===== config.mk =====
export PLATFORM = sky130hd
export DESIGN_NAME = iter_alu_flat
export DESIGN_NICKNAME = d
export VERILOG_FILES = /design/src/rtl/alu_pkg.sv /design/src/rtl/iter_alu_if.sv /design/src/rtl/iter_shifter.sv /design/src/rtl/iter_alu.sv /design/src/flat_wrapper.sv
export SDC_FILE = /design/constraint.sdc
export NUM_CORES = 1
export LEC_CHECK = 0
export ABC_AREA = 0
export CELL_PAD_IN_SITES_DETAIL_PLACEMENT = 0
export CELL_PAD_IN_SITES_GLOBAL_PLACEMENT = 1
export CORE_ASPECT_RATIO = 0.6
export CORE_UTILIZATION = 44
export CTS_CLUSTER_SIZE = 16
export DETAILED_ROUTE_END_ITERATION = 8
export DONT_BUFFER_PORTS = 1
export PLACE_DENSITY = 0.79
export SLEW_MARGIN = 10
export SYNTH_ARGS = -nofsm -noshare
export SYNTH_HDL_FRONTEND = slang
export SYNTH_HIERARCHICAL = 1
export SYNTH_SLANG_ARGS = --single-unit

===== constraint.sdc =====
create_clock -name clk -period 6.7 [get_ports clk]
set_input_delay 1.005 -clock clk [delete_from_list [all_inputs] [get_ports clk]]
set_output_delay 1.005 -clock clk [all_outputs]
set_load 0.01 [all_outputs]

===== src/rtl/alu_pkg.sv =====
// Shared definitions for the iterative execute unit and the ALU control decoder.
// Holds the alu_ctrl code points, the execute FSM states and width defaults.
package alu_pkg;

    localparam int ALU_XLEN    = 32;
    localparam int ALU_SHAMT_W = 5;

    localparam logic [3:0] ALU_AND  = 4'b0000;
    localparam logic [3:0] ALU_OR   = 4'b0001;
    localparam logic [3:0] ALU_ADD  = 4'b0010;
    localparam logic [3:0] ALU_SLL  = 4'b0011;
    localparam logic [3:0] ALU_SLT  = 4'b0100;
    localparam logic [3:0] ALU_SLTU = 4'b0101;
    localparam logic [3:0] ALU_SUB  = 4'b0110;
    localparam logic [3:0] ALU_XOR  = 4'b0111;
    localparam logic [3:0] ALU_SRL  = 4'b1000;
    localparam logic [3:0] ALU_SRA  = 4'b1010;
    localparam logic [3:0] ALU_LUI  = 4'b1011;

    typedef enum logic [1:0] {
        IDLE  = 2'd0,
        SHIFT = 2'd1,
        DONE  = 2'd2
    } state_e;

    function automatic logic is_shift(input logic [3:0] code);
        return (code == ALU_SLL) || (code == ALU_SRL) || (code == ALU_SRA);
    endfunction

endpackage


===== src/rtl/iter_alu_if.sv =====
// Operand/result handshake bundle between the ID/EX operand stage and the execute unit.
// slave = execute unit side, master = producer/consumer side.
interface iter_alu_if #(
    parameter int XLEN = alu_pkg::ALU_XLEN
);
    logic            in_valid;
    logic            in_ready;
    logic [3:0]      alu_ctrl;
    logic            unsigned_signal;
    logic [XLEN-1:0] op_a;
    logic [XLEN-1:0] op_b;
    logic            out_valid;
    logic            out_ready;
    logic [XLEN-1:0] result;
    logic            zero;
    logic            lt;
    logic            illegal;

    modport slave (
        input  in_valid, alu_ctrl, unsigned_signal, op_a, op_b, out_ready,
        output in_ready, out_valid, result, zero, lt, illegal
    );

    modport master (
        output in_valid, alu_ctrl, unsigned_signal, op_a, op_b, out_ready,
        input  in_ready, out_valid, result, zero, lt, illegal
    );
endinterface


===== src/rtl/iter_shifter.sv =====
// One-bit-per-cycle shifter: loads operand and count on start, then shifts until the count expires.
// data_o is the value after the current step, so the owner can capture it on the done cycle.
module iter_shifter
    import alu_pkg::*;
#(
    parameter int XLEN    = ALU_XLEN,
    parameter int SHAMT_W = ALU_SHAMT_W
) (
    input  logic               clk,
    input  logic               rst_n,
    input  logic               start_i,
    input  logic [3:0]         ctrl_i,
    input  logic [XLEN-1:0]    data_i,
    input  logic [SHAMT_W-1:0] shamt_i,
    output logic               busy_o,
    output logic               done_o,
    output logic [XLEN-1:0]    data_o
);

    logic [XLEN-1:0]    shreg_q;
    logic [SHAMT_W-1:0] cnt_q;
    logic               left_q;
    logic               arith_q;
    logic [XLEN-1:0]    step;

    // Right shifts fill with the sign bit only for the arithmetic variant.
    assign step   = left_q ? {shreg_q[XLEN-2:0], 1'b0}
                           : {arith_q & shreg_q[XLEN-1], shreg_q[XLEN-1:1]};
    assign busy_o = (cnt_q != '0);
    assign done_o = (cnt_q == SHAMT_W'(1));
    assign data_o = step;

    always_ff @(posedge clk) begin
        if (!rst_n) begin
            shreg_q <= '0;
            cnt_q   <= '0;
            left_q  <= 1'b0;
            arith_q <= 1'b0;
        end else if (start_i) begin
            shreg_q <= data_i;
            cnt_q   <= shamt_i;
            left_q  <= (ctrl_i == ALU_SLL);
            arith_q <= (ctrl_i == ALU_SRA);
        end else if (busy_o) begin
            shreg_q <= step;
            cnt_q   <= cnt_q - SHAMT_W'(1);
        end
    end

endmodule


===== src/rtl/iter_alu.sv =====
// Execute unit: single-cycle logic/arith ops, iterative shifts, registered result and flags.
// state | meaning:  IDLE accepting an op | SHIFT shifter running | DONE result held for consumer
module iter_alu
    import alu_pkg::*;
#(
    parameter int XLEN    = ALU_XLEN,
    parameter int SHAMT_W = ALU_SHAMT_W
) (
    input  logic       clk,
    input  logic       rst_n,
    iter_alu_if.slave  bus
);

    state_e             state_q, state_d;
    logic [XLEN-1:0]    result_q, result_d;
    logic               zero_q, zero_d;
    logic               lt_q, lt_d;
    logic               illegal_q, illegal_d;
    logic [XLEN-1:0]    alu_res;
    logic [XLEN-1:0]    sh_next;
    logic [SHAMT_W-1:0] shamt;
    logic               legal;
    logic               lt_acc;
    logic               lt_s;
    logic               lt_u;
    logic               sh_start;
    logic               sh_busy;
    logic               sh_done;

    assign shamt = bus.op_b[SHAMT_W-1:0];
    assign lt_s  = $signed(bus.op_a) < $signed(bus.op_b);
    assign lt_u  = bus.op_a < bus.op_b;
    assign lt_acc = bus.unsigned_signal ? lt_u : lt_s;

    // Shift codes land here only with shamt == 0, where the result is op_a unchanged.
    always_comb begin
        alu_res = '0;
        legal   = 1'b1;
        case (bus.alu_ctrl)
            ALU_AND:  alu_res = bus.op_a & bus.op_b;
            ALU_OR:   alu_res = bus.op_a | bus.op_b;
            ALU_ADD:  alu_res = bus.op_a + bus.op_b;
            ALU_SUB:  alu_res = bus.op_a - bus.op_b;
            ALU_XOR:  alu_res = bus.op_a ^ bus.op_b;
            ALU_SLT:  alu_res = {{(XLEN-1){1'b0}}, lt_s};
            ALU_SLTU: alu_res = {{(XLEN-1){1'b0}}, lt_u};
            ALU_SLL,
            ALU_SRL,
            ALU_SRA:  alu_res = bus.op_a;
            ALU_LUI:  alu_res = bus.op_b;
            default:  legal   = 1'b0;
        endcase
    end

    iter_shifter #(
        .XLEN    (XLEN),
        .SHAMT_W (SHAMT_W)
    ) u_shifter (
        .clk     (clk),
        .rst_n   (rst_n),
        .start_i (sh_start),
        .ctrl_i  (bus.alu_ctrl),
        .data_i  (bus.op_a),
        .shamt_i (shamt),
        .busy_o  (sh_busy),
        .done_o  (sh_done),
        .data_o  (sh_next)
    );

    always_comb begin
        state_d   = state_q;
        result_d  = result_q;
        zero_d    = zero_q;
        lt_d      = lt_q;
        illegal_d = illegal_q;
        sh_start  = 1'b0;
        case (state_q)
            IDLE: begin
                if (bus.in_valid) begin
                    lt_d      = lt_acc;
                    illegal_d = !legal;
                    if (is_shift(bus.alu_ctrl) && (shamt != '0)) begin
                        sh_start = 1'b1;
                        state_d  = SHIFT;
                    end else begin
                        result_d = alu_res;
                        zero_d   = (alu_res == '0);
                        state_d  = DONE;
                    end
                end
            end
            SHIFT: begin
                if (sh_busy && sh_done) begin
                    result_d = sh_next;
                    zero_d   = (sh_next == '0);
                    state_d  = DONE;
                end else if (!sh_busy) begin
                    state_d  = IDLE;
                end
            end
            DONE: begin
                if (bus.out_ready) begin
                    state_d = IDLE;
                end
            end
            default: state_d = IDLE;
        endcase
    end

    always_ff @(posedge clk) begin
        if (!rst_n) begin
            state_q   <= IDLE;
            result_q  <= '0;
            zero_q    <= 1'b0;
            lt_q      <= 1'b0;
            illegal_q <= 1'b0;
        end else begin
            state_q   <= state_d;
            result_q  <= result_d;
            zero_q    <= zero_d;
            lt_q      <= lt_d;
            illegal_q <= illegal_d;
        end
    end

    assign bus.in_ready  = (state_q == IDLE);
    assign bus.out_valid = (state_q == DONE);
    assign bus.result    = result_q;
    assign bus.zero      = zero_q;
    assign bus.lt        = lt_q;
    assign bus.illegal   = illegal_q;

endmodule


===== src/flat_wrapper.sv =====
// flat-port wrapper written by rule: the top's interface ports become plain ports
module iter_alu_flat import alu_pkg::*;
#(
    parameter int XLEN    = ALU_XLEN,
    parameter int SHAMT_W = ALU_SHAMT_W
)
  (clk, rst_n, bus_in_valid, bus_alu_ctrl, bus_unsigned_signal, bus_op_a, bus_op_b, bus_out_ready, bus_in_ready, bus_out_valid, bus_result, bus_zero, bus_lt, bus_illegal);
  iter_alu_if #(.XLEN(XLEN)) bus_i ();
  input  logic clk;
  input  logic rst_n;
  input wire logic [$bits(bus_i.in_valid)-1:0] bus_in_valid;
  input wire logic [$bits(bus_i.alu_ctrl)-1:0] bus_alu_ctrl;
  input wire logic [$bits(bus_i.unsigned_signal)-1:0] bus_unsigned_signal;
  input wire logic [$bits(bus_i.op_a)-1:0] bus_op_a;
  input wire logic [$bits(bus_i.op_b)-1:0] bus_op_b;
  input wire logic [$bits(bus_i.out_ready)-1:0] bus_out_ready;
  output wire logic [$bits(bus_i.in_ready)-1:0] bus_in_ready;
  output wire logic [$bits(bus_i.out_valid)-1:0] bus_out_valid;
  output wire logic [$bits(bus_i.result)-1:0] bus_result;
  output wire logic [$bits(bus_i.zero)-1:0] bus_zero;
  output wire logic [$bits(bus_i.lt)-1:0] bus_lt;
  output wire logic [$bits(bus_i.illegal)-1:0] bus_illegal;
  assign bus_i.in_valid = bus_in_valid;
  assign bus_i.alu_ctrl = bus_alu_ctrl;
  assign bus_i.unsigned_signal = bus_unsigned_signal;
  assign bus_i.op_a = bus_op_a;
  assign bus_i.op_b = bus_op_b;
  assign bus_i.out_ready = bus_out_ready;
  assign bus_in_ready = bus_i.in_ready;
  assign bus_out_valid = bus_i.out_valid;
  assign bus_result = bus_i.result;
  assign bus_zero = bus_i.zero;
  assign bus_lt = bus_i.lt;
  assign bus_illegal = bus_i.illegal;
  iter_alu #(.XLEN(XLEN), .SHAMT_W(SHAMT_W)) u_core (.clk(clk), .rst_n(rst_n), .bus(bus_i));
endmodule

==> results of run 1 <==
## kinds of logic (layout without fill, tap and decap cells)
logic type      count (synthesis)  in the layout  share of synthesized area
fa+ha+maj                     112            112                      0.133
simple gates                  560            560                      0.264
xor+xnor                       11             11                    0.00903
mux                            39             39                     0.0405
flops                          76             76                      0.143
buf+inv                       219            142                     0.0820
compound gates                487            487                      0.329
## registers in the layout (all words and copies together), names as in the netlist
signal,cells
u_core/u_shifter/arith_q,1
u_core/u_shifter/left_q,1
u_core/bus.result,32
u_core/bus.zero,1
u_core/state_q,2
u_core/bus.lt,1
u_core/u_shifter/cnt_q,5
u_core/bus.illegal,1
u_core/u_shifter/shreg_q,32
## routing by layer
| metal | track usage | part of all wire | routed length, um | up-vias |
|---|---|---|---|---|
| met5 | 0 | 0 | 0 | - |
| met4 | 0.0846 | 0.024 | 1150 | 0 |
| met3 | 0.127 | 0.14 | 6930 | 82 |
| met2 | 0.507 | 0.38 | 18400 | 884 |
| met1 | 0.557 | 0.45 | 21800 | 5773 |
| li1 | - | - | - | 5461 |
## final cells by class
type,instances,share of cell area
clock buffers,11,0.0229
repair buffers,20,0.0136
well taps,315,0.0357
clock inverters,4,0.00227
inverters,107,0.0364
flip-flops and latches,76,0.138
multi-input cells,1209,0.751
## worst reg2reg max path, stage by stage (launching register included)
cell      delay (ns)
dfxtp_1         0.39
inv_1           0.06
ha_1            0.24
nor4b_4         0.14
buf_4           0.34
inv_2           0.19
nand3_1         0.13
a21oi_2         0.55
and4_1          0.29
nand4_1         0.20
nor4_1          0.22
and4b_1         0.31
and4bb_1        0.22
nand3_1         0.06
o21ai_1         0.12
## per-stage QoR
stage / util / instance area, sq um / setup slack (ns) / std cells
finish: 0.471 / 11000 / 2.21 / 1742
global route: 0.471 / 11000 / 1.98 / 1742
CTS: 0.471 / 11000 / 2.31 / 1742
detailed placement: 0.459 / 10800 / 1.97 / 1727
global placement: 0.459 / 10800 / 1.94 / 1727
floorplan: - / 10700 / 2.91 / 1504
## how the worst max path moves through the flow
stage,slack (ns),startpoint,cells past startpoint,to
after global routing,1.98,bus_op_a[0],14,u_core/bus.zero$_SDFFE_PN0P_
after global placement,1.94,bus_op_a[0],14,u_core/bus.zero$_SDFFE_PN0P_
after floorplan,2.91,bus_op_a[4],13,u_core/bus.zero$_SDFFE_PN0P_
after CTS,2.31,bus_op_a[0],14,u_core/bus.zero$_SDFFE_PN0P_
after detailed placement,1.97,bus_op_a[0],14,u_core/bus.zero$_SDFFE_PN0P_
final,2.21,bus_op_a[0],14,u_core/bus.zero$_SDFFE_PN0P_
## power by group
| group | total (mW) | internal, mW | switching [mW] |
|---|---|---|---|
| combinational | 0.929 | 0.298 | 0.631 |
| sequential | 0.548 | 0.496 | 0.0522 |
| clock | 0.466 | 0.268 | 0.198 |
| total | 1.94 | 1.06 | 0.881 |
## layout by cell type, fill, tap and decap left out, drive strengths merged, types with 9 or more instances in the layout
cell,instances
a21o,15
or2,9
clkbuf,11
nand3,91
ha,110
nor2,147
o221ai,12
o21ai,71
and3,11
a221oi,13
inv,105
and2,12
nor3,39
a222oi,9
a31oi,17
o2111ai,10
buf,20
nand2b,21
nand4,41
o21bai,11
o211ai,49
mux2,33
nor2b,23
or3,11
nand2,100
dfxtp,76
nor4,27
xnor2,10
a211oi,35
a21oi,114
o31ai,15
a2111oi,11
a211o,11
==> impl_metrics.tcl, run 1 <==
set metrics [dict create \
    status "complete, no violations" \
    routed-via-count 12200 \
    drtAntennaViolNets 0 \
    syn_nets 1689 \
    cp_common_cell "o21ai_1" \
    gp_congestion 1.05 \
    final-setup-viol-count 0 \
    max_slew.worst_pin.slew_ns 1.16 \
    cts-buffers-inserted 9 \
    synth_seq_area_share 0.143 \
    worstSetupPathType "input port to register" \
    grt_max_degree 111 \
    overflow 0 \
    routed_wl_um 48300 \
    std_cell_rows 43 \
    rsz0062_at_grt "no" \
    die_w_um 203 \
    drive_above_1_share 0.0778 \
    critPathSlowestCell "a221oi_1" \
    syn_inst 1504 \
    mappedNetlistArea_sq_um 10700 \
    hold_buffers 0 \
    hpwl_um 36000 \
    area_growth_pct 3.54 \
    register_area_sq_um 1520 \
    crit_arrival_ns 4.76 \
    p_per_area_nw_per_um2 176 \
    hold_slack_ns 0.507 \
    yosysMostFrequentCell "nor2_1" \
    synth_area_leader_cell "dfxtp_1" \
    reg2reg_slack_ns 3.18 \
    fmax_ghz 0.222 \
    drt_pass1_iterations 8 \
    ys.warnings.count 6 \
    yosys-top-cells-area "dfxtp_1, ha_1, a21oi_1" \
    start_kind "input port" \
    antenna-diode-count 0 \
    wl_per_cell_um 27.7 \
    reg2reg_to "u_core/bus.zero$_SDFFE_PN0P_" \
    antenna_found_initial 0 \
    ys_async_sr_fraction 0 \
    final.setup.tns_ns 0 \
    initial_core_util 0.455 \
    routed_via_density 7.00 \
    hold_class "register to register" \
    multi_input_area_sq_um 8300 \
    grt_pass1_wl_um 69600 \
    min_path_cells 2 \
    clockBufferDepth 2 \
    synth-edff-count 0 \
    yosys-top-cells-count "nor2_1, a21oi_1, ha_1" \
    post_cts_buffers 0 \
    ys_ff_latch 76 \
    cts_resized 0 \
    yosysUniqueCellTypes 97 \
    worstHoldStart "u_core/bus.result[0]$_SDFFE_PN0P_" \
    finalCriticalPeriod_ns 4.49 \
    cts_tree "yes" \
    nets 1608 \
    total_power_mw 1.94 \
    core_sq_um 23500 \
    htree_levels 3 \
    cp-end-kind "register" \
    drt_iter0_drc 2020 \
    die_height_um 123 \
    cts_sinks 76 \
    slew_headroom 0.223 \
    grt_usage 0.375 \
    hold_violations 0 \
    skew_ns 0.00937 \
    synth-main-ff-cell "dfxtp_1" \
    root_buffer "clkbuf_16" \
    grt_pass1_vias 10600 \
    max_stage_delay_ns 0.52 \
    cp_max_fo 5 \
    io_buffers 0 \
    clock_latency_ns 0.34 \
    critPathRequiredTime_ns 6.97 \
    path_cells "ha_1 > inv_1 > fa_1 > nand2b_1 > a211oi_1 > nor2_1 > o21ai_1 > a21boi_0 > o21bai_1 > o21ai_0 > a221oi_1 > and3b_1 > nand3_1 > o21ai_1" \
    ir_worst_vdd_v 0.000161 \
    path_clk_slew_ns 0.06 \
    min_period_over_period 0.671 \
    r2r_cells 14 \
    num-fill-cells 2484 \
    cap_viol_max_count 0 \
    crit_family "compound AO/OA/AOI/OAI gates" \
    r2r_start "u_core/u_shifter/cnt_q[0]$_SDFFE_PN0P_" \
    leakagePower_nw 4.37 \
    drc 0 \
    die_area_sq_um 24900 \
    avgSynthCellArea_sq_um 7.09 \
    hold_path_end "u_core/bus.result[0]$_SDFFE_PN0P_" \
    critPathBufInv 1 \
    final-max-slew-violation-count 0 \
    io_pins 110 \
    synth.top_cell.area_share 0.143 \
]
No activity file was read; power rests on OpenSTA's default activity.
==> run 2, diff against run 1 <==
--- a/config.mk
+++ b/config.mk
@@ -13,7 +13,7 @@
 export CTS_CLUSTER_SIZE = 16
 export DETAILED_ROUTE_END_ITERATION = 8
 export DONT_BUFFER_PORTS = 1
-export PLACE_DENSITY = 0.79
+export PLACE_DENSITY = 0.82
 export SLEW_MARGIN = 10
 export SYNTH_ARGS = -nofsm -noshare
 export SYNTH_HDL_FRONTEND = slang
==> constraint.sdc (replaced) <==
create_clock -name clk -period 3.85 [get_ports clk]
set_input_delay 0.5775 -clock clk [delete_from_list [all_inputs] [get_ports clk]]
set_output_delay 0.5775 -clock clk [all_outputs]
set_load 0.01 [all_outputs]
==> impl_metrics.tcl, run 2 (same netlist as run 1, synthesis figures left out) <==
set metrics [dict create \
    path_cells "inv_1 > ha_1 > fa_1 > o21bai_1 > a2111oi_4 > o311a_1 > a211oi_1 > a311oi_1 > mux2i_1 > a211oi_1 > and3b_1 > nand3_1 > o21ai_1" \
    drt_iter0_drc 1864 \
    antenna-diode-count 0 \
    drtAntennaViolNets 0 \
    fmax_ghz 0.270 \
    fin_area_sq_um 11700 \
    crit_arrival_ns 3.99 \
    start_kind "input port" \
    die_area_sq_um 24900 \
    p_clk_frac 0.248 \
    root_buffer "clkbuf_16" \
    crit_family "compound AO/OA/AOI/OAI gates" \
    path_clk_slew_ns 0.06 \
    routed_via_density 6.81 \
    cp_common_cell "a211oi_1" \
    overflow 0 \
    p_switching_mw 1.56 \
    antenna_found_initial 0 \
    leakagePower_nw 4.81 \
    die_height_um 123 \
    use_met3 0.123 \
    cap_viol_max_count 0 \
    critPathSlowestCell "a211oi_1" \
    cp_max_fo 4 \
    final-max-slew-violation-count 0 \
    hpwl_um 36700 \
    nets 1696 \
    p_comb_frac 0.488 \
    mostFrequentLayoutCells "nor2_1, a21oi_1, ha_1" \
    ir_worst_vdd_v 0.000314 \
    fin_ws_ns 0.140 \
    p_per_area_nw_per_um2 308 \
    final-setup-viol-count 0 \
    cts_tree "yes" \
    cts-buffers-inserted 9 \
    cts_sinks 76 \
    drive_above_1_share 0.131 \
    hold_class "input port to register" \
    routed-via-count 12500 \
    std_cell_rows 43 \
    swShare 0.433 \
    io_pins 110 \
    hold_violations 0 \
    htree_levels 3 \
    seq_power_share 0.264 \
    core_sq_um 23500 \
    clockBufferDepth 2 \
    clock_latency_ns 0.35 \
    worstSetupPathType "input port to register" \
    power.internal_mw 2.05 \
    cp-end-kind "register" \
    finalCriticalPeriod_ns 3.71 \
    critPathRequiredTime_ns 4.13 \
    wl_per_cell_um 26.2 \
    status "complete, no violations" \
    die_w_um 203 \
    min_period_over_period 0.964 \
    gp_congestion 1.05 \
    grtUsageMet2 0.528 \
    grt_pass1_vias 11100 \
    initial_core_util 0.455 \
    grt_busiest_layer "met1" \
    layout_commonest_cell "nor2_1" \
    max_slew.worst_pin.slew_ns 1.05 \
    area_growth_pct 9.98 \
    io_buffers 0 \
    rsz0062_at_grt "no" \
    total_power_mw 3.61 \
    gr-usage-met1 0.541 \
    drc 0 \
    grt_max_degree 111 \
    grt_pass1_wl_um 70300 \
    skew_ns 0.0112 \
    critPathBufInv 1 \
    drt_pass1_iterations 8 \
    max_stage_delay_ns 0.57 \
    post_cts_buffers 0 \
    routed_wl_um 48000 \
    hold_slack_ns 0.345 \
    grt_usage 0.375 \
    dp_slack_ns -0.107 \
    place_area_sq_um 11400 \
    slew_headroom 0.299 \
]
run 2: path summary, 6_finish.rpt:
check / startpoint / to / slack, ns / depth (start not counted)
setup / recovery: bus_op_a[0] / u_core/bus.zero$_SDFFE_PN0P_ / 0.14 / 13
setup reg to reg: u_core/u_shifter/cnt_q[0]$_SDFFE_PN0P_ / u_core/bus.result[21]$_SDFFE_PN0P_ / 1.13 / 10
hold / removal: bus_in_valid / u_core/bus.lt$_SDFFE_PN0P_ / 0.35 / 1
hold reg to reg: u_core/bus.result[11]$_SDFFE_PN0P_ / u_core/bus.result[11]$_SDFFE_PN0P_ / 0.50 / 2
run 2: area by class of cell:
cell class | instances | area [sq um]
inverters | 107 | 402
clock buffers | 10 | 229
clock inverters | 5 | 77.6
flip-flops and latches | 76 | 1520
repair buffers | 108 | 811
well taps | 315 | 394
multi-input cells | 1209 | 8290
fillers | 2384 | 11700
run 2: routing by layer:
layer / vias up / routed length [um]
met5: - / 0
met4: 0 / 1210
met3: 79 / 6490
met2: 839 / 18800
met1: 5898 / 21500
li1: 5639 / -
run 2: repair_timing:
item	4_1_cts	5_1_grt
setup endpoints to repair	0	1
hold endpoints to repair	0	0
hold buffers	0	0
gates resized for setup	0	1
run 2: through the flow:
step,std cells,utilization,TNS [ns]
floorplan,1504,-,0
global placement,1815,0.487,-0.0969
detailed placement,1815,0.487,-0.156
CTS,1830,0.500,0
global route,1830,0.500,0
finish,1830,0.500,0
run 2: worst register-to-register path, delay by kind of cell (launching register included):
| kind | cells | cell delay [ns] |
|---|---|---|
| and+or+nand+nor | 3 | 0.56 |
| AOI/OAI and AO/OA | 3 | 0.93 |
| DFF | 1 | 0.35 |
| buffers and inverters | 3 | 0.55 |
| adders and majority gates | 1 | 0.22 |
run 2: power groups by stage:
stage	clock network (mW)	logic, mW	registers [mW]
global route	0.943	1.87	0.964
CTS	0.909	1.68	0.953
global placement	0	1.67	0.967
floorplan	0	1.22	0.943
detailed placement	0	1.67	0.969
finish	0.896	1.76	0.955
